[src/rtl/block_row_judge.sv]
// Player-side judge for the falling-block field: synchronises lane keys, scores hits against the
// bottom row and tracks misses and lives. Optional key debouncing is enabled with `define DEBOUNCE_EN.
module block_row_judge #(
  parameter logic [3:0]  LIVES_INIT = 4'd5,
  parameter int          SCORE_W    = 16,
  parameter logic [19:0] DB_CYCLES  = 20'd500000
) (
  input  logic               clk,
  input  logic               rst,
  input  logic               start,
  input  logic [63:0]        field,
  input  logic               shift_stb,
  input  logic [3:0]         keys,
  output logic [SCORE_W-1:0] score,
  output logic [7:0]         misses,
  output logic [3:0]         lives,
  output logic               game_over,
  output logic               hit_pulse,
  output logic               miss_pulse,
  output logic [7:0]         row_mask
);

  typedef enum logic [1:0] {S_IDLE, S_PLAY, S_OVER} state_t;

  state_t     state;
  logic [7:0] cur_row;
  logic [3:0] hit_mask;

  // Only the bottom row is judged here; the rest of the field goes to the display.
  logic unused_field;
  assign unused_field = ^field[63:8];

  // ---------------------------------------------------------------------------
  // Key synchroniser, optional debounce and rising-edge detect
  // ---------------------------------------------------------------------------
  logic [3:0] sync1, sync2, level, level_d, press;

  always_ff @(posedge clk) begin
    if (rst) begin
      sync1   <= '0;
      sync2   <= '0;
      level_d <= '0;
    end else begin
      sync1   <= keys;
      sync2   <= sync1;
      level_d <= level;
    end
  end

`ifdef DEBOUNCE_EN
  logic [19:0] db_cnt [4];
  logic [3:0]  db_level;

  // NOTE: only four counters, so resetting them is cheap and keeps reset from
  // leaking a half-counted key into the next game.
  always_ff @(posedge clk) begin
    if (rst) begin
      db_level <= '0;
      for (int i = 0; i < 4; i++) db_cnt[i] <= '0;
    end else begin
      for (int i = 0; i < 4; i++) begin
        if (sync2[i] == db_level[i]) begin
          db_cnt[i] <= '0;
        end else if (db_cnt[i] == DB_CYCLES - 20'd1) begin
          db_level[i] <= sync2[i];
          db_cnt[i]   <= '0;
        end else begin
          db_cnt[i] <= db_cnt[i] + 20'd1;
        end
      end
    end
  end

  assign level = db_level;
`else
  logic [19:0] unused_db_cycles;
  assign unused_db_cycles = DB_CYCLES;
  assign level = sync2;
`endif

  assign press = level & ~level_d;

  // ---------------------------------------------------------------------------
  // Per-cycle judgement
  // ---------------------------------------------------------------------------
  function automatic logic [2:0] pop4(input logic [3:0] v);
    return 3'(v[0]) + 3'(v[1]) + 3'(v[2]) + 3'(v[3]);
  endfunction

  logic [3:0]         occ, open_lane, hit_now, wrong, retire;
  logic [2:0]         n_hit, n_miss;
  logic [SCORE_W:0]   score_sum;
  logic [SCORE_W-1:0] score_next;
  logic [8:0]         miss_sum;
  logic [7:0]         misses_next;
  logic [3:0]         lives_next;

  // NOTE: every signal gets a value on every path, so no latch is inferred.
  always_comb begin
    for (int i = 0; i < 4; i++) occ[i] = cur_row[2*i] | cur_row[2*i+1];
    open_lane = occ & ~hit_mask;
    hit_now   = press & open_lane;
    wrong     = press & ~open_lane;
    // A lane hit in the same cycle as the shift is already credited.
    retire    = {4{shift_stb}} & occ & ~(hit_mask | hit_now);
    n_hit     = pop4(hit_now);
    n_miss    = pop4(wrong | retire);

    score_sum   = {1'b0, score} + (SCORE_W+1)'(n_hit);
    score_next  = score_sum[SCORE_W] ? '1 : score_sum[SCORE_W-1:0];
    miss_sum    = {1'b0, misses} + 9'(n_miss);
    misses_next = miss_sum[8] ? 8'hFF : miss_sum[7:0];
    lives_next  = (lives > 4'(n_miss)) ? lives - 4'(n_miss) : 4'd0;
  end

  // ---------------------------------------------------------------------------
  // Game FSM and counters
  // ---------------------------------------------------------------------------
  // NOTE: sequential state uses non-blocking assignments so every register
  // samples the pre-edge values computed above.
  always_ff @(posedge clk) begin
    if (rst) begin
      state      <= S_IDLE;
      score      <= '0;
      misses     <= '0;
      lives      <= '0;
      game_over  <= 1'b0;
      hit_pulse  <= 1'b0;
      miss_pulse <= 1'b0;
      cur_row    <= '0;
      hit_mask   <= '0;
    end else begin
      hit_pulse  <= 1'b0;
      miss_pulse <= 1'b0;
      case (state)
        S_IDLE, S_OVER: begin
          if (start) begin
            state     <= S_PLAY;
            score     <= '0;
            misses    <= '0;
            lives     <= LIVES_INIT;
            game_over <= 1'b0;
            cur_row   <= field[7:0];
            hit_mask  <= '0;
          end
        end
        S_PLAY: begin
          score      <= score_next;
          misses     <= misses_next;
          lives      <= lives_next;
          hit_pulse  <= |hit_now;
          miss_pulse <= |(wrong | retire);
          if (shift_stb) begin
            cur_row  <= field[7:0];
            hit_mask <= '0;
          end else begin
            hit_mask <= hit_mask | hit_now;
          end
          if (lives_next == 4'd0) begin
            state     <= S_OVER;
            game_over <= 1'b1;
          end
        end
        default: state <= S_IDLE;
      endcase
    end
  end

  assign row_mask = cur_row & ~{{2{hit_mask[3]}}, {2{hit_mask[2]}},
                                {2{hit_mask[1]}}, {2{hit_mask[0]}}};

endmodule
[config.mk]
export PLATFORM = sky130hd
export DESIGN_NAME = block_row_judge
export DESIGN_NICKNAME = d
export VERILOG_FILES = /design/src/rtl/block_row_judge.sv
export SDC_FILE = /design/constraint.sdc
export NUM_CORES = 1
export LEC_CHECK = 0
export BUFFER_PORTS_ARGS = -buffer_cell sky130_fd_sc_hd__buf_2
export CORE_MARGIN = 2
export CORE_UTILIZATION = 50
export CTS_BUF_LIST = sky130_fd_sc_hd__clkbuf_4 sky130_fd_sc_hd__clkbuf_8
export CTS_CLUSTER_DIAMETER = 30
export DETAILED_ROUTE_END_ITERATION = 8
export HOLD_SLACK_MARGIN = 0.05
export PLACE_DENSITY = 0.81
export SYNTH_ARGS = -nofsm -noshare
export SYNTH_HDL_FRONTEND = slang
export SYNTH_SLANG_ARGS = --single-unit
[constraint.sdc]
create_clock -name clk -period 8.7 [get_ports clk]
set_input_delay 2.175 -clock clk [delete_from_list [all_inputs] [get_ports clk]]
set_output_delay 2.175 -clock clk [all_outputs]
set_load 0.01 [all_outputs]
Word-level counts from Yosys, hierarchy flattened. Index checks and enable logic that the tools add are counted.

Bits in registers: 57. Input bits: 72. Output and inout port bits: 39. Word-level logic and storage cells: 78.

Add/sub/neg operators: 9. $lt $le $gt $ge: 1. Eq/ne operators: 5. Muxes and demuxes: 21. Bitwise operators: 19. Reduce and logical (&&, ||, !) cells: 11.

Operator list (number): 2-to-1 mux 16 bit (2); 2-to-1 mux 8 bit (4); one-hot mux 16 bit (2 select lines) (1); one-hot mux 8 bit (2 select lines) (2); bitwise AND 4 bit (6); adder 16 x 3 -> 17 bit (1); 2-to-1 mux 4 bit (4); NOT 4 bit (4); one-hot mux 4 bit (2 select lines) (2); adder 8 x 3 -> 9 bit (1); bitwise AND 8 bit (1); NOT 8 bit (1); OR 4 bit (2); OR reduction 4 bit (2); adder 2 x 1 -> 3 bit (2); adder 3 x 1 -> 3 bit (2); inequality test 2 bit (second input constant) (3); AND reduction 3 bit (2); adder 1 x 1 -> 2 bit (2); > comparator 4 x 3 -> 1 bit (1); logical NOT 4 bit (1); 2-to-1 mux 2 bit (2); OR 1 bit (4); one-hot mux 2 bit (2 select lines) (1); 10 further kinds (13).

Logic depth before layout (Yosys ltp).
Depth after elaboration: 15. Mapped depth: 13.

Worst setup path before layout. No wires, ideal clock.

Kind: input port to flip-flop. Start: input shift_stb. End: register state[0]. Setup time: 0.122 ns. Arrival: 4.778 ns. Setup slack: 3.800 ns. Stages: 12. Path buffers: 0. Cell sequence: nand2_1 > mux2_2 > fa_1 > inv_1 > ha_1 > ha_1 > inv_1 > fa_1 > a21oi_1 > o21bai_1 > a22oi_1 > o311a_1.

Longest elaborated chain between the ends: 11.

RTL lines: from (decl) (RTL line 12) `input logic shift_stb,`; bitwise AND 4 bit (*) (2 in a row) (RTL line 105) `retire = {4{shift_stb}} & occ & ~(hit_mask | hit_now);`; OR 4 bit (*) (RTL line 107) `n_miss = pop4(wrong | retire);`; adder 1 x 1 -> 2 bit (RTL line 87) `return 3'(v[0]) + 3'(v[1]) + 3'(v[2]) + 3'(v[3]);`; adder 2 x 1 -> 3 bit (RTL line 87); adder 3 x 1 -> 3 bit (*) (RTL line 87); subtractor 4 x 3 -> 4 bit or > comparator 4 x 3 -> 1 bit (tied branches) (RTL line 113) `lives_next = (lives > 4'(n_miss)) ? lives - 4'(n_miss) : 4'd0;`; 2-to-1 mux 4 bit (*) (RTL line 113); logical NOT 4 bit (*) (RTL line 159) `if (lives_next == 4'd0) begin`; inequality test 2 bit (no line) (*); AND reduction 2 bit (no line) (*); to (signal assigned) (RTL line 123) `state <= S_IDLE;`; to (signal assigned) (RTL line 160) `state <= S_OVER;`; to (signal assigned) (RTL line 164) `default: state <= S_IDLE;`; to (decl) (RTL line 25) `state_t state;`.

Every way passes the cells marked *; elsewhere a longest branch is shown, timed or not. A chain may end at the register's enable or synchronous reset.

Final worst setup path. Ends and elaborated chain as after synthesis.

==> impl_metrics.toml <==
[status]
status = "complete, no violations"

[worst_hold_path]
hold_path_class = "reg2reg"
holdPathStages = 1
hold_end = "level[2]"
hp-start = "sync1[2]"

[floorplan]
num_io_pins = 111
initial_core_util = 0.5112
core_area_sq_um = 5816
die_area_sq_um = 6579
std_cell_rows = 28
die_h_microns = 81.11
die_w_microns = 81.11

[grt]
grt_pass1_wl_mm = 10.52
grt_max_degree = 32
gr-total-overflow = 0
grtUsageTotal = 0.2068
first_global_vias = 2430
antenna_found_initial = 0

[clock_tree]
cts_sinks = 57
h-tree-depth = 3
cts-buffers-inserted = 9
cts_tree = "yes"
clk_latency_ns = 0.34
clockBufferDepth = 2
cts_resized = 0
ctsHoldBuffers = 0
ctsRootBufferMaster = "clkbuf_8"
path_clk_slew_ns = 0.07
postCtsSetupRepairBufs = 0

[synthesis]
synthArstFlopShare = 0
synth_flop_cell = "dfxtp_1"
seq_area_frac_synth = 0.3838
yosysTopAreaCellShare = 0.3838
yosys-top-cells-count = "57 x dfxtp_1, 24 x a21oi_1, 24 x nor2b_1"
netlist_instances = 330
synth_nets = 418
synth_edf_count = 0
ys_top_cells_by_area = "dfxtp_1 38%, nor2b_1 5.1%, ha_1 4.2%, a21oi_1 4.0%, fa_1 4.0%"
ys_warn_count = 0
synth_area_sq_um = 2973
synth_seq_cells = 57
yosysUniqueCellTypes = 65
synth_area_per_cell_sq_um = 9.009
synth_most_common_cell = "dfxtp_1"
synth_largest_area_cell = "dfxtp_1"

[routing]
drc = 0
wl_per_cell_microns = 13.97
drtIter0Drc = 131
vias = 2612
vias_per_cell = 5.641
drt_first_pass_iters = 4
wl_mm = 6.467
ant_nets = 0

[cells_and_area]
finalNonFillerCells = 463
fillCellCount = 533
syn2layout_area_growth_pct = 18.18
drive_gt1_frac = 0.2242
num-nets-final = 471
num_antenna_cells = 0

[timing]
slew_viol_final = 0
skew_ns = 0.006337
setup_viol = 0
final_hold_viol_count = 0
fmax_mhz = 200.5
final.setup.tns_ns = 0
relSlewSlack = 0.3041
min_period_ns = 4.989
setup_ws_ns = 3.711
worst_slew_pin_slew_ns = 1.044
fin_crit_sh = 0.5734
rsz0062_at_grt = "false"

[critical_path]
worst-path-max-fanout = 6
r2r_slack_ns = 5.10
reg2regPathDepth = 12
worst_setup_path_end_kind = "flop"
path_class = "in2reg"
crit_arrival_ns = 5.22
required_ns = 8.93
reg2reg_from = "hit_mask[0]"
cp-start-kind = "input port"
worst_r2r_endpoint = "state[0]"

[pwr]
leakage_uw = 0.001574
peakVddDrop_mv = 0.1393
power.density_nw_per_um2 = 255.4

[place]
dp.cells = 447
place.gp.congestion = 0.8224
place_ws_ns = 3.372
io_buffer_count = 54
place_hpwl_mm = 4.596

[job]
timing.max_cap.violations = 0
registers in the layout, summed over array words and instances, names as in the netlist:
register / count
sync1: 4
state: 2
game_over: 1
misses: 8
hit_pulse: 1
level: 4
cur_row: 8
hit_mask: 4
level_d: 4
lives: 4
miss_pulse: 1
score: 16
routing by layer:
metal	up-vias	routed length (microns)	track usage
li1	1304	-	-
met3	12	305	0.05556
met4	0	101	0.09661
met2	65	3252	0.3380
met5	-	0	0
met1	1231	2808	0.2535
layout by cell type, fill, tap and decap left out, types with 4 or more instances in the layout:
cell | netlist | layout
dfxtp_1 | 57 | 57
buf_2 | 2 | 54
nor2b_1 | 24 | 24
a21oi_1 | 24 | 24
nor2_1 | 20 | 20
nand2_1 | 19 | 19
inv_1 | 18 | 18
nor3_1 | 10 | 10
o21ai_0 | 10 | 10
ha_1 | 10 | 10
mux2i_1 | 9 | 9
clkbuf_8 | 0 | 9
o21ai_1 | 8 | 8
a21o_1 | 6 | 6
nand3_1 | 6 | 6
fa_1 | 6 | 6
o21bai_1 | 5 | 5
nand2b_1 | 5 | 5
and3_1 | 5 | 5
a31oi_1 | 5 | 5
mux2_2 | 4 | 4
and2_1 | 4 | 4
o211ai_1 | 4 | 4
metrics by stage:
stage / area [sq um] / hold WS (ns) / total power [uW] / util
after detailed placement: 3264 / 0.4204 / 590.8 / 0.5613
final: 3513 / 0.4314 / 897.5 / 0.6041
after floorplan: 2973 / 0.4138 / 525.7 / -
after global placement: 3264 / 0.4158 / 580.8 / 0.5613
after CTS: 3513 / 0.4354 / 901.1 / 0.6041
after global routing: 3513 / 0.4461 / 950.6 / 0.6041
final cells by class:
cell class | count | area (sq um) | share of cell area
clock buffer | 9 | 123.9 | 0.03526
clock inverter | 7 | 125.1 | 0.03561
inverter | 18 | 67.56 | 0.01923
multi-input combinational | 241 | 1677 | 0.4772
sequential | 57 | 1141 | 0.3248
tap | 75 | 93.84 | 0.02671
timing repair buffer | 56 | 285.3 | 0.08120
power breakdown:
part	switching (uW)	internal [uW]	leakage (uW)
logic	166	118	0.000985
clock network	117	193	0.000124
registers	18.6	285	0.000464
worst max-delay path by stage:
stage           endpoint       from  slack [ns]  cells past startpoint
5_1_grt        misses[0]  shift_stb        3.61                     13
3_3_place_gp    state[0]  shift_stb        3.47                     13
4_1_cts         state[0]  shift_stb        3.74                     13
3_5_place_dp    state[0]  shift_stb        3.37                     13
2_1_floorplan   state[0]  shift_stb        3.80                     12
6_report        state[0]  shift_stb        3.71                     13
logic make-up (layout without fill, tap and decap cells):
logic type / count (synthesis) / in the layout / share of synthesized area
and+or+nand+nor: 115 / 115 / 0.2134
AOI/OAI and AO/OA: 95 / 95 / 0.2151
DFF: 57 / 57 / 0.3838
buffers and inverters: 32 / 90 / 0.05387
adders and majority gates: 16 / 16 / 0.08249
muxes: 13 / 13 / 0.04545
xor gates and xnor gates: 2 / 2 / 0.005893
critical path, stage by stage:
cell and delay [ns]:
buf_2 0.15, nand2_1 0.06, mux2_2 0.29, fa_1 0.54, inv_1 0.04, ha_1 0.19, ha_1 0.31, inv_1 0.10
fa_1 0.46, a21oi_1 0.25, a31o_1 0.21, o31ai_1 0.14, o311a_1 0.30
Power figures use the tool's default switching activity.
